## src/rtl/audio_out_conditioner_pkg.sv

```systemverilog
// Shared synth package: sample width and gain-FSM encoding common to the mixer
// and the output conditioner.
package audio_out_conditioner_pkg;

   localparam int A_WIDTH_DEF = 24;

   localparam int             G_W     = 9;
   localparam logic [G_W-1:0] G_UNITY = 9'd256;

   typedef enum logic [1:0] {
      MUTED     = 2'd0,
      RAMP_UP   = 2'd1,
      RUN       = 2'd2,
      RAMP_DOWN = 2'd3
   } ramp_state_t;

endpackage

```

## src/rtl/audio_out_conditioner_dc_block_ch.sv

```systemverilog
// One-channel DC blocker, y = x - x1 + y1 - (y1 >>> DC_SHIFT), with the
// output register doubling as the y1 history.
module dc_block_ch
   import audio_out_conditioner_pkg::*;
#(
   parameter int A_WIDTH  = A_WIDTH_DEF,
   parameter int DC_SHIFT = 10
) (
   input  logic                      sCLK_XVXENVS,
   input  logic                      reset_data_N,
   input  logic                      i_vld,
   input  logic                      i_bypass,
   input  logic signed [A_WIDTH-1:0] i_x,
   output logic signed [A_WIDTH+1:0] o_y
);

   logic signed [A_WIDTH+1:0] r_x1;
   logic signed [A_WIDTH+1:0] r_y1;
   logic signed [A_WIDTH+1:0] w_xe;
   logic signed [A_WIDTH+1:0] w_y;

   assign w_xe = {{2{i_x[A_WIDTH-1]}}, i_x};
   // Bypass still primes the history so leaving bypass does not produce a step.
   assign w_y  = i_bypass ? w_xe : (w_xe - r_x1 + r_y1 - (r_y1 >>> DC_SHIFT));

   always_ff @(posedge sCLK_XVXENVS or negedge reset_data_N) begin
      if (!reset_data_N) begin
         r_x1 <= '0;
         r_y1 <= '0;
      end else if (i_vld) begin
         r_x1 <= w_xe;
         r_y1 <= w_y;
      end
   end

   assign o_y = r_y1;

endmodule

```

## src/rtl/audio_out_conditioner.sv

```systemverilog
// Output conditioner: per-channel DC blocker, gain ramp for click-free mute
// and saturating clip into the output registers, 3-cycle latency, no stall.
module audio_out_conditioner
   import audio_out_conditioner_pkg::*;
#(
   parameter int A_WIDTH   = A_WIDTH_DEF,
   parameter int DC_SHIFT  = 10,
   parameter int RAMP_STEP = 1
) (
   input  logic                      sCLK_XVXENVS,
   input  logic                      reset_data_N,
   input  logic                      in_valid,
   input  logic signed [A_WIDTH-1:0] lsound_in,
   input  logic signed [A_WIDTH-1:0] rsound_in,
   input  logic                      mute,
   input  logic                      dc_bypass,
   input  logic                      clr_clip,
   output logic signed [A_WIDTH-1:0] lsound_out,
   output logic signed [A_WIDTH-1:0] rsound_out,
   output logic                      out_valid,
   output logic [7:0]                clip_cnt,
   output logic [1:0]                ramp_state
);

   localparam int Y_W = A_WIDTH + 2;
   localparam int P_W = Y_W + G_W + 1;
   localparam logic [G_W-1:0] G_FIRST = (RAMP_STEP >= 256) ? G_UNITY : G_W'(RAMP_STEP);
   localparam logic signed [P_W-1:0] P_MAX = {{(P_W-A_WIDTH+1){1'b0}}, {(A_WIDTH-1){1'b1}}};
   localparam logic signed [P_W-1:0] P_MIN = {{(P_W-A_WIDTH+1){1'b1}}, {(A_WIDTH-1){1'b0}}};

   // ---------------- gain FSM ----------------
   ramp_state_t    r_state;
   ramp_state_t    w_state_next;
   logic [G_W-1:0] r_g;
   logic [G_W-1:0] w_g_next;
   logic [31:0]    w_g_up_sum;
   logic [G_W-1:0] w_g_up;
   logic [G_W-1:0] w_g_dn;

   assign w_g_up_sum = 32'(r_g) + 32'(RAMP_STEP);
   assign w_g_up     = (w_g_up_sum >= 32'd256) ? G_UNITY : w_g_up_sum[G_W-1:0];
   assign w_g_dn     = (32'(r_g) <= 32'(RAMP_STEP)) ? '0 : (r_g - G_W'(RAMP_STEP));

   always_ff @(posedge sCLK_XVXENVS or negedge reset_data_N) begin
      if (!reset_data_N) begin
         r_state <= MUTED;
         r_g     <= '0;
      end else begin
         r_state <= w_state_next;
         r_g     <= w_g_next;
      end
   end

   always_comb begin
      w_state_next = r_state;
      w_g_next     = r_g;
      if (in_valid) begin
         case (r_state)
            MUTED: begin
               if (!mute) begin
                  w_g_next     = G_FIRST;
                  w_state_next = (G_FIRST == G_UNITY) ? RUN : RAMP_UP;
               end
            end
            RUN: begin
               if (mute) begin
                  w_g_next     = w_g_dn;
                  w_state_next = (w_g_dn == '0) ? MUTED : RAMP_DOWN;
               end else begin
                  w_g_next     = G_UNITY;
               end
            end
            default: begin
               // Either ramp reverses direction from the current g, no jump.
               if (mute) begin
                  w_g_next     = w_g_dn;
                  w_state_next = (w_g_dn == '0) ? MUTED : RAMP_DOWN;
               end else begin
                  w_g_next     = w_g_up;
                  w_state_next = (w_g_up == G_UNITY) ? RUN : RAMP_UP;
               end
            end
         endcase
      end
   end

   // ---------------- pipeline control ----------------
   logic           r_s1_vld;
   logic           r_s2_vld;
   logic           r_s3_vld;
   logic           r_out_vld;
   logic [G_W-1:0] r_s1_g;
   logic [G_W-1:0] r_s2_g;

   always_ff @(posedge sCLK_XVXENVS or negedge reset_data_N) begin
      if (!reset_data_N) begin
         r_s1_vld  <= 1'b0;
         r_s2_vld  <= 1'b0;
         r_s3_vld  <= 1'b0;
         r_out_vld <= 1'b0;
         r_s1_g    <= '0;
         r_s2_g    <= '0;
      end else begin
         r_s1_vld  <= in_valid;
         r_s2_vld  <= r_s1_vld;
         r_s3_vld  <= r_s2_vld;
         r_out_vld <= r_s3_vld;
         // The gain travels with its own sample so ramps stay sample-accurate.
         if (in_valid) r_s1_g <= w_g_next;
         if (r_s1_vld) r_s2_g <= r_s1_g;
      end
   end

   // ---------------- per-channel datapath ----------------
   logic signed [A_WIDTH-1:0] w_in  [2];
   logic signed [A_WIDTH-1:0] w_sat [2];
   logic [1:0]                w_clip;

   assign w_in[0] = lsound_in;
   assign w_in[1] = rsound_in;

   for (genvar gi = 0; gi < 2; gi++) begin : g_ch
      logic signed [A_WIDTH-1:0] r_s1_x;
      logic signed [Y_W-1:0]     w_y;
      logic signed [P_W-1:0]     w_prod;
      logic signed [P_W-1:0]     r_s3_p;
      logic                      w_hi;
      logic                      w_lo;

      always_ff @(posedge sCLK_XVXENVS or negedge reset_data_N) begin
         if (!reset_data_N) begin
            r_s1_x <= '0;
         end else if (in_valid) begin
            r_s1_x <= w_in[gi];
         end
      end

      dc_block_ch #(
         .A_WIDTH  (A_WIDTH),
         .DC_SHIFT (DC_SHIFT)
      ) u_dc (
         .sCLK_XVXENVS (sCLK_XVXENVS),
         .reset_data_N (reset_data_N),
         .i_vld        (r_s1_vld),
         .i_bypass     (dc_bypass),
         .i_x          (r_s1_x),
         .o_y          (w_y)
      );

      // Product is registered full width before the clip to keep the
      // multiplier and the saturation compare in separate cycles.
      assign w_prod = w_y * $signed({1'b0, r_s2_g});

      always_ff @(posedge sCLK_XVXENVS or negedge reset_data_N) begin
         if (!reset_data_N) begin
            r_s3_p <= '0;
         end else if (r_s2_vld) begin
            r_s3_p <= w_prod >>> 8;
         end
      end

      assign w_hi       = (r_s3_p > P_MAX);
      assign w_lo       = (r_s3_p < P_MIN);
      assign w_clip[gi] = w_hi | w_lo;
      assign w_sat[gi]  = w_hi ? {1'b0, {(A_WIDTH-1){1'b1}}} :
                          w_lo ? {1'b1, {(A_WIDTH-1){1'b0}}} :
                                 r_s3_p[A_WIDTH-1:0];
   end

   // ---------------- output registers ----------------
   logic signed [A_WIDTH-1:0] r_lout;
   logic signed [A_WIDTH-1:0] r_rout;
   logic [7:0]                r_clip_cnt;

   always_ff @(posedge sCLK_XVXENVS or negedge reset_data_N) begin
      if (!reset_data_N) begin
         r_lout     <= '0;
         r_rout     <= '0;
         r_clip_cnt <= '0;
      end else begin
         if (r_s3_vld) begin
            r_lout <= w_sat[0];
            r_rout <= w_sat[1];
         end
         if (clr_clip)
            r_clip_cnt <= '0;
         else if (r_s3_vld && (|w_clip) && (r_clip_cnt != 8'hFF))
            r_clip_cnt <= r_clip_cnt + 8'd1;
      end
   end

   assign lsound_out = r_lout;
   assign rsound_out = r_rout;
   assign out_valid  = r_out_vld;
   assign clip_cnt   = r_clip_cnt;
   assign ramp_state = r_state;

endmodule

```

## config.mk

```make
export PLATFORM = sky130hd
export DESIGN_NAME = audio_out_conditioner
export DESIGN_NICKNAME = d
export VERILOG_FILES = /design/src/rtl/audio_out_conditioner_pkg.sv /design/src/rtl/audio_out_conditioner_dc_block_ch.sv /design/src/rtl/audio_out_conditioner.sv
export SDC_FILE = /design/constraint.sdc
export NUM_CORES = 2
export LEC_CHECK = 0
export BUFFER_PORTS_ARGS = -buffer_cell sky130_fd_sc_hd__buf_2
export CORE_UTILIZATION = 31
export DETAILED_ROUTE_END_ITERATION = 10
export PLACE_DENSITY = 0.56
export SLEW_MARGIN = 20
export SYNTH_ARGS = -nofsm -noshare
export SYNTH_HDL_FRONTEND = slang
export SYNTH_SLANG_ARGS = --single-unit
```

## constraint.sdc

```tcl
create_clock -name sCLK_XVXENVS -period 6.1 [get_ports sCLK_XVXENVS]
set_clock_uncertainty 0.1 [all_clocks]
set_input_delay 1.22 -clock sCLK_XVXENVS [delete_from_list [all_inputs] [get_ports sCLK_XVXENVS]]
set_output_delay 1.22 -clock sCLK_XVXENVS [all_outputs]
set_load 0.05 [all_outputs]
```

Word level (Yosys, flattened, before mapping)
Cells that the tools add are included.
- add/subtract/negate cells: 9
- $mul: 2
- div/mod/pow operators: 0
- $lt $le $gt $ge: 6
- equal/unequal tests: 5
- shift-type cells: 0
- mux-type cells: 21
- bitwise gates (word level): 2
- reductions and logical operators: 7
- operator list (kind ; count):
    24-bit two-way mux ; 4
    26-bit by 10-bit multiplier with 36-bit output ; 2
    28-bit by 24-bit greater-than comparator with 1-bit output, second input constant ; 2
    28-bit by 24-bit less-than comparator with 1-bit output, second input constant ; 2
    9-bit two-way mux ; 6
    25-bit by 26-bit adder with 26-bit output ; 2
    26-bit two-way mux ; 2
    26-bit by 16-bit subtractor with 26-bit output ; 2
    24-bit by 24-bit subtractor with 25-bit output ; 2
    9-bit case mux with 2 select lines ; 1
    8-bit two-way mux ; 2
    9-bit by 1-bit adder with 10-bit output, second input constant ; 1
    10-bit by 9-bit greater-or-equal comparator with 1-bit output, second input constant ; 1
    2-bit two-way mux ; 5
    9-bit == test, second input constant ; 1
    9-bit by 1-bit <= comparator with 1-bit output, second input constant ; 1
    9-bit logical NOT ; 1
    9-bit by 1-bit subtractor with 9-bit output, second input constant ; 1
    8-bit by 1-bit adder with 8-bit output, second input constant ; 1
    8-bit inequality test, second input constant ; 1
    2-bit inequality test, second input constant ; 2
    2-bit case mux with 2 select lines ; 1
    3-bit AND reduction ; 1
    2-bit == test, second input constant ; 1
    other kinds (5) ; 7
- register bits after elaboration: 293
- latch bits: 0
- bits in writable memories: 0
- memory bits (read-only): 0
- input port bits: 54
- output and inout bits: 59
- logic and storage cells: 71
- memories: 0

Logic depth before layout (Yosys ltp)
- depth after elaboration: 7
- depth in mapped cells: 22
- mapped depth without buffers: 21

Hierarchy
A second synthesis with hierarchy kept.
- cell total of the unflattened synthesis: 3486
- area, all modules: 33288.2 um^2
- modules (own cells, without submodules) (module ; times used ; cells each ; area each (um^2) ; seq. area each (um^2)):
    audio_out_conditioner ; 1 ; 2463 ; 23735.3 ; 4829.6
    dc_block_ch (g_ch[0].u_dc) ; 1 ; 508 ; 4778.3 ; 1251.2
    dc_block_ch (g_ch[1].u_dc) ; 1 ; 515 ; 4774.6 ; 1251.2

Least setup slack after synthesis
No wires, ideal clock.
- kind: register -> register
- start: register r_s2_g[2]
- end: register g_ch[1].r_s3_p[26]
- setup time: 0.120 ns
- arrival: 5.562 ns
- required time: 5.880 ns
- path slack: 0.319 ns
- stages on the path, launching flop included: 23
- buffers on the path: 2
- clock period less this slack: 5.781 ns
- cell sequence: dfrtp_1 > clkbuf_1 > clkbuf_1 > nand2_1 > fa_1 > inv_1 > fa_1 > fa_1 > fa_1 > inv_1 > fa_1 > inv_1 > ha_1 > a21oi_2 > o21ai_1 > a21oi_1 > nor3b_2 > a21oi_2 > a221o_1 > a21oi_1 > nor2b_1 > or3_1 > a31o_1
- word-level cells in the longest chain between the ends: 1
- RTL lines (element ; RTL line ; text):
    from (decl) ; audio_out_conditioner.sv:93 ; logic [G_W-1:0] r_s2_g;
    from (signal assigned) ; audio_out_conditioner.sv:110 ; if (r_s1_vld) r_s2_g <= r_s1_g;
    26-bit by 10-bit multiplier with 36-bit output ; audio_out_conditioner.sv:152 ; assign w_prod = w_y * $signed({1'b0, r_s2_g});
    to (signal assigned) ; audio_out_conditioner.sv:158 ; r_s3_p <= w_prod >>> 8;
    to (decl) ; audio_out_conditioner.sv:126 ; logic signed [P_W-1:0] r_s3_p;
No other way between the ends.
A chain may end at the register's enable or synchronous reset.

Final worst setup path
- start: register r_s2_g[1]
- end: register g_ch[0].r_s3_p[26]
- word-level cells in the longest chain between the ends: 1
- RTL lines (element ; RTL line):
    26-bit by 10-bit multiplier with 36-bit output ; audio_out_conditioner.sv:152
    to (signal assigned) ; audio_out_conditioner.sv:158
    to (decl) ; audio_out_conditioner.sv:126
No other way between the ends.

==> impl_results.md <==
- Clock transition at path regs: 0.05 ns
- Die area: roughly 100000 sq um
- Die width: between 300 and 400 um
- Io pins: 113
- Layout fillers: 10500
- H-tree levels: 2
- Hold Crit Endpoint: lsound_out[23]
- Max-slew violations: 0
- Netlist cell types: 79
- Diode count: 0
- Placed cell count: 4706
- Post-route insts no fill: 4802
- Async set-reset flop share out of synthesis: 1.00
- Initial antenna violation count: 2
- Number of global-route vias before repair: 23400
- Post-route ant nets: 0
- Layout area overhead: 13.6%
- Max-Cap Viols: 0
- Number of synthesized flops with an enable pin: 0
- Worst hold stages: 1
- Slowest CP cell: fa_1
- CP max FO: 5
- Register area share after synthesis: 0.229
- Origin of the critical flop-to-flop path: r_s2_g[1]
- Layout net count: around 4100
- Mapped Nets: 4073
- Relative slew slack: 0.406
- Die H: 324 um
- Synth Cell Area: 32100 sq um
- TritonCTS Buffers: 40
- Final min period: a little under 6 ns
- DR vias/cell: 4.63
- CTS Hold Bufs: 0
- CTS tree: yes
- CP required: 6.47 ns
- Hold Crit Class: flop to flop
- Final hold slack: 0.400 ns
- Total core area: 102000 sq um
- Crit end category: flop
- Period utilization: 0.968
- Ys flop type: dfrtp_1
- CP max stage delay: 0.54 ns
- Layout cells sized above 1: 0.135
- RR Endpoint: g_ch[0].r_s3_p[26]
- R2r worst-path depth: 22
- Pin count of the biggest net entering global routing: 107
- Worst Path Arrival: roughly 6.3 ns
- Mapped Cells: 3331
- Grt ovf: 0
- First-pass GRT wire length: between 100000 and 150000 um
- Status: complete, no violations
- IO Port Bufs: around 110
- Final instance area: 36400 sq um
- Gpl congestion: 0.860
- Synth top area share: 0.301
- Total GRT Usage: 0.154
- Avg Inst Size Synth: 9.63 sq um
- FP Rows: 117
- Hpwl dp: 59800 um
- FF+latch count, synth: approximately 300
- Top cells by area, synth: fa_1 (30%), dfrtp_1 (23%), ha_1 (8.0%)
- Cell mode on critical path: fa_1
- CTS Root Cell: clkbuf_16
- Worst Tran Pin Value: 0.890 ns
- Iteration-0 DRC Markers: 1010
- Final setup viols: 0
- DR DRC count: 0
- Setup TNS Final: 0 ns
- Highest clock rate: 169 MHz
- Post-DP Area: 34400 sq um
- Synth area leader: fa_1
- Total Wirelength: around 81000 um
- CTS Buffer Depth: 3
- Drt first pass iters: 5
- Final Hold Vio Count: 0
- Clk_lat worst skew: 0.60 ns
- Routed length per placed instance: between 15 and 20 um
- YS warnings: 0
- Clock sink total: approximately 290
- Initial Utilization: 0.314
- Crit-path cells: buf_12 -> buf_6 -> nand2_1 -> fa_1 -> inv_1 -> fa_1 -> fa_1 -> fa_1 -> inv_1 -> fa_1 -> inv_1 -> ha_1 -> nand2_1 -> and4_1 -> a22oi_2 -> nand2_2 -> o311a_4 -> o221ai_4 -> a41o_2 -> a21oi_4 -> xnor2_1 -> mux2_4
- DR vias: 22200
- Hold Crit Start: lsound_out[23]
- R2R Setup Slk: 0.19 ns
- CP Launch Type: flop
- Crit path kind: flop to flop
## metrics by stage
step | util | worst slack (ns)
5_1_grt | 0.356 | -0.0364
3_3_place_gp | 0.336 | 0.149
4_1_cts | 0.351 | 0.0745
6_report | 0.356 | 0.192
2_1_floorplan | - | 0.319
3_5_place_dp | 0.336 | 0.00685
## logic make-up after synthesis
kind of cell	share of synthesized area
compound gates	0.100
xor+xnor	0.0325
fa+ha+maj	0.381
buf+inv	0.0867
flops	0.229
mux	0.0416
simple gates	0.129
## cells in the mapped netlist, types with 4 or more instances
cell / n
a21o_1: 42
o21ai_0: 178
mux2i_1: 7
ha_1: 206
o211ai_1: 49
and4_1: 5
nand2_1: 365
o221ai_1: 7
mux2_2: 111
xor2_1: 46
xnor2_1: 73
inv_1: 559
nand2b_1: 5
a21oi_2: 6
nand4_1: 14
a31oi_1: 16
nor2b_1: 17
fa_1: 482
nor2_1: 119
a21oi_1: 137
or3_1: 6
a211o_1: 4
clkbuf_1: 159
nor3b_1: 4
and3_1: 19
dfrtp_1: 293
nand3_1: 31
o31ai_1: 4
o21ai_1: 7
buf_1: 15
o21a_1: 14
nor3_1: 9
a211oi_1: 7
and2_1: 248
## placed cells by master, fill, tap and decap left out, drive strengths merged, types with 9 or more instances in the layout
master,n
and3,19
ha,206
xor2,46
and2,249
fa,482
nor3,9
o211ai,50
a21oi,143
o21ai,185
nand2,366
mux2,112
a21o,42
nor2,120
o21a,14
nand3,31
xnor2,73
nand4,14
dfrtp,293
buf,199
nor2b,17
a31oi,17
clkbuf,61
inv,560
clkinv,13
## routing by layer
metal	up-vias	part of all wire	wire length, um	global-route usage
met5	-	0.00025	20	0
met3	98	0.042	3390	0.0235
met1	11100	0.52	41700	0.236
li1	10600	-	-	-
met2	405	0.42	33700	0.226
met4	4	0.022	1770	0.0327
## flip-flops by register name, indices dropped and copies added, names as in the netlist
signal / flops
g_ch.r_s3_p: 56
g_ch.u_dc.o_y: 52
r_s1_vld: 1
g_ch.u_dc.r_x1: 48
r_s2_g: 9
r_g: 9
g_ch.r_s1_x: 48
ramp_state: 2
rsound_out: 24
lsound_out: 24
out_valid: 1
r_s1_g: 9
r_s3_vld: 1
clip_cnt: 8
r_s2_vld: 1
## critical path, delay by kind of cell, from the launching register on
family	cells	cell delay, ns
adders and majority gates	6	2.82
and+or+nand+nor	4	0.47
buffers and inverters	5	0.44
DFF	1	0.49
muxes	1	0.25
xor gates and xnor gates	1	0.12
AOI/OAI and AO/OA	5	1.06
## repair_timing
| action | 4_1_cts | 5_1_grt |
|---|---|---|
| gates resized for setup | 1 | 54 |
| cloned | 0 | 11 |
| setup endpoints to repair | 1 | 18 |
| pin swaps | 0 | 26 |
| buffers inserted | 0 | 11 |
## cell type report
class                           instances  area (sq um)  area share
Tap cell                             1368          1710      0.0470
Clock buffer                           53          1130      0.0310
Multi-Input combinational cell       2300         22200       0.610
Clock inverter                         21           334     0.00917
Sequential cell                       293          7350       0.202
Inverter                              560          2100      0.0577
Timing Repair Buffer                  207          1590      0.0437
## worst max path at each step
stage / end / start / cells after the start / slack, ns
after floorplan: g_ch[1].r_s3_p[26] / r_s2_g[2] / 22 / 0.32
after global placement: g_ch[0].r_s3_p[26] / g_ch[0].u_dc.o_y[17] / 20 / 0.15
after detailed placement: g_ch[0].r_s3_p[26] / g_ch[0].u_dc.o_y[17] / 19 / 0.007
after CTS: g_ch[1].r_s3_p[26] / r_s2_g[1] / 21 / 0.07
after global routing: g_ch[1].r_s3_p[26] / r_s2_g[1] / 21 / -0.04
final: g_ch[0].r_s3_p[26] / r_s2_g[1] / 22 / 0.19
Power is left out: the tool's default activity adds up to more than one toggle a clock period on the data nets, which glitch-free logic cannot reach.
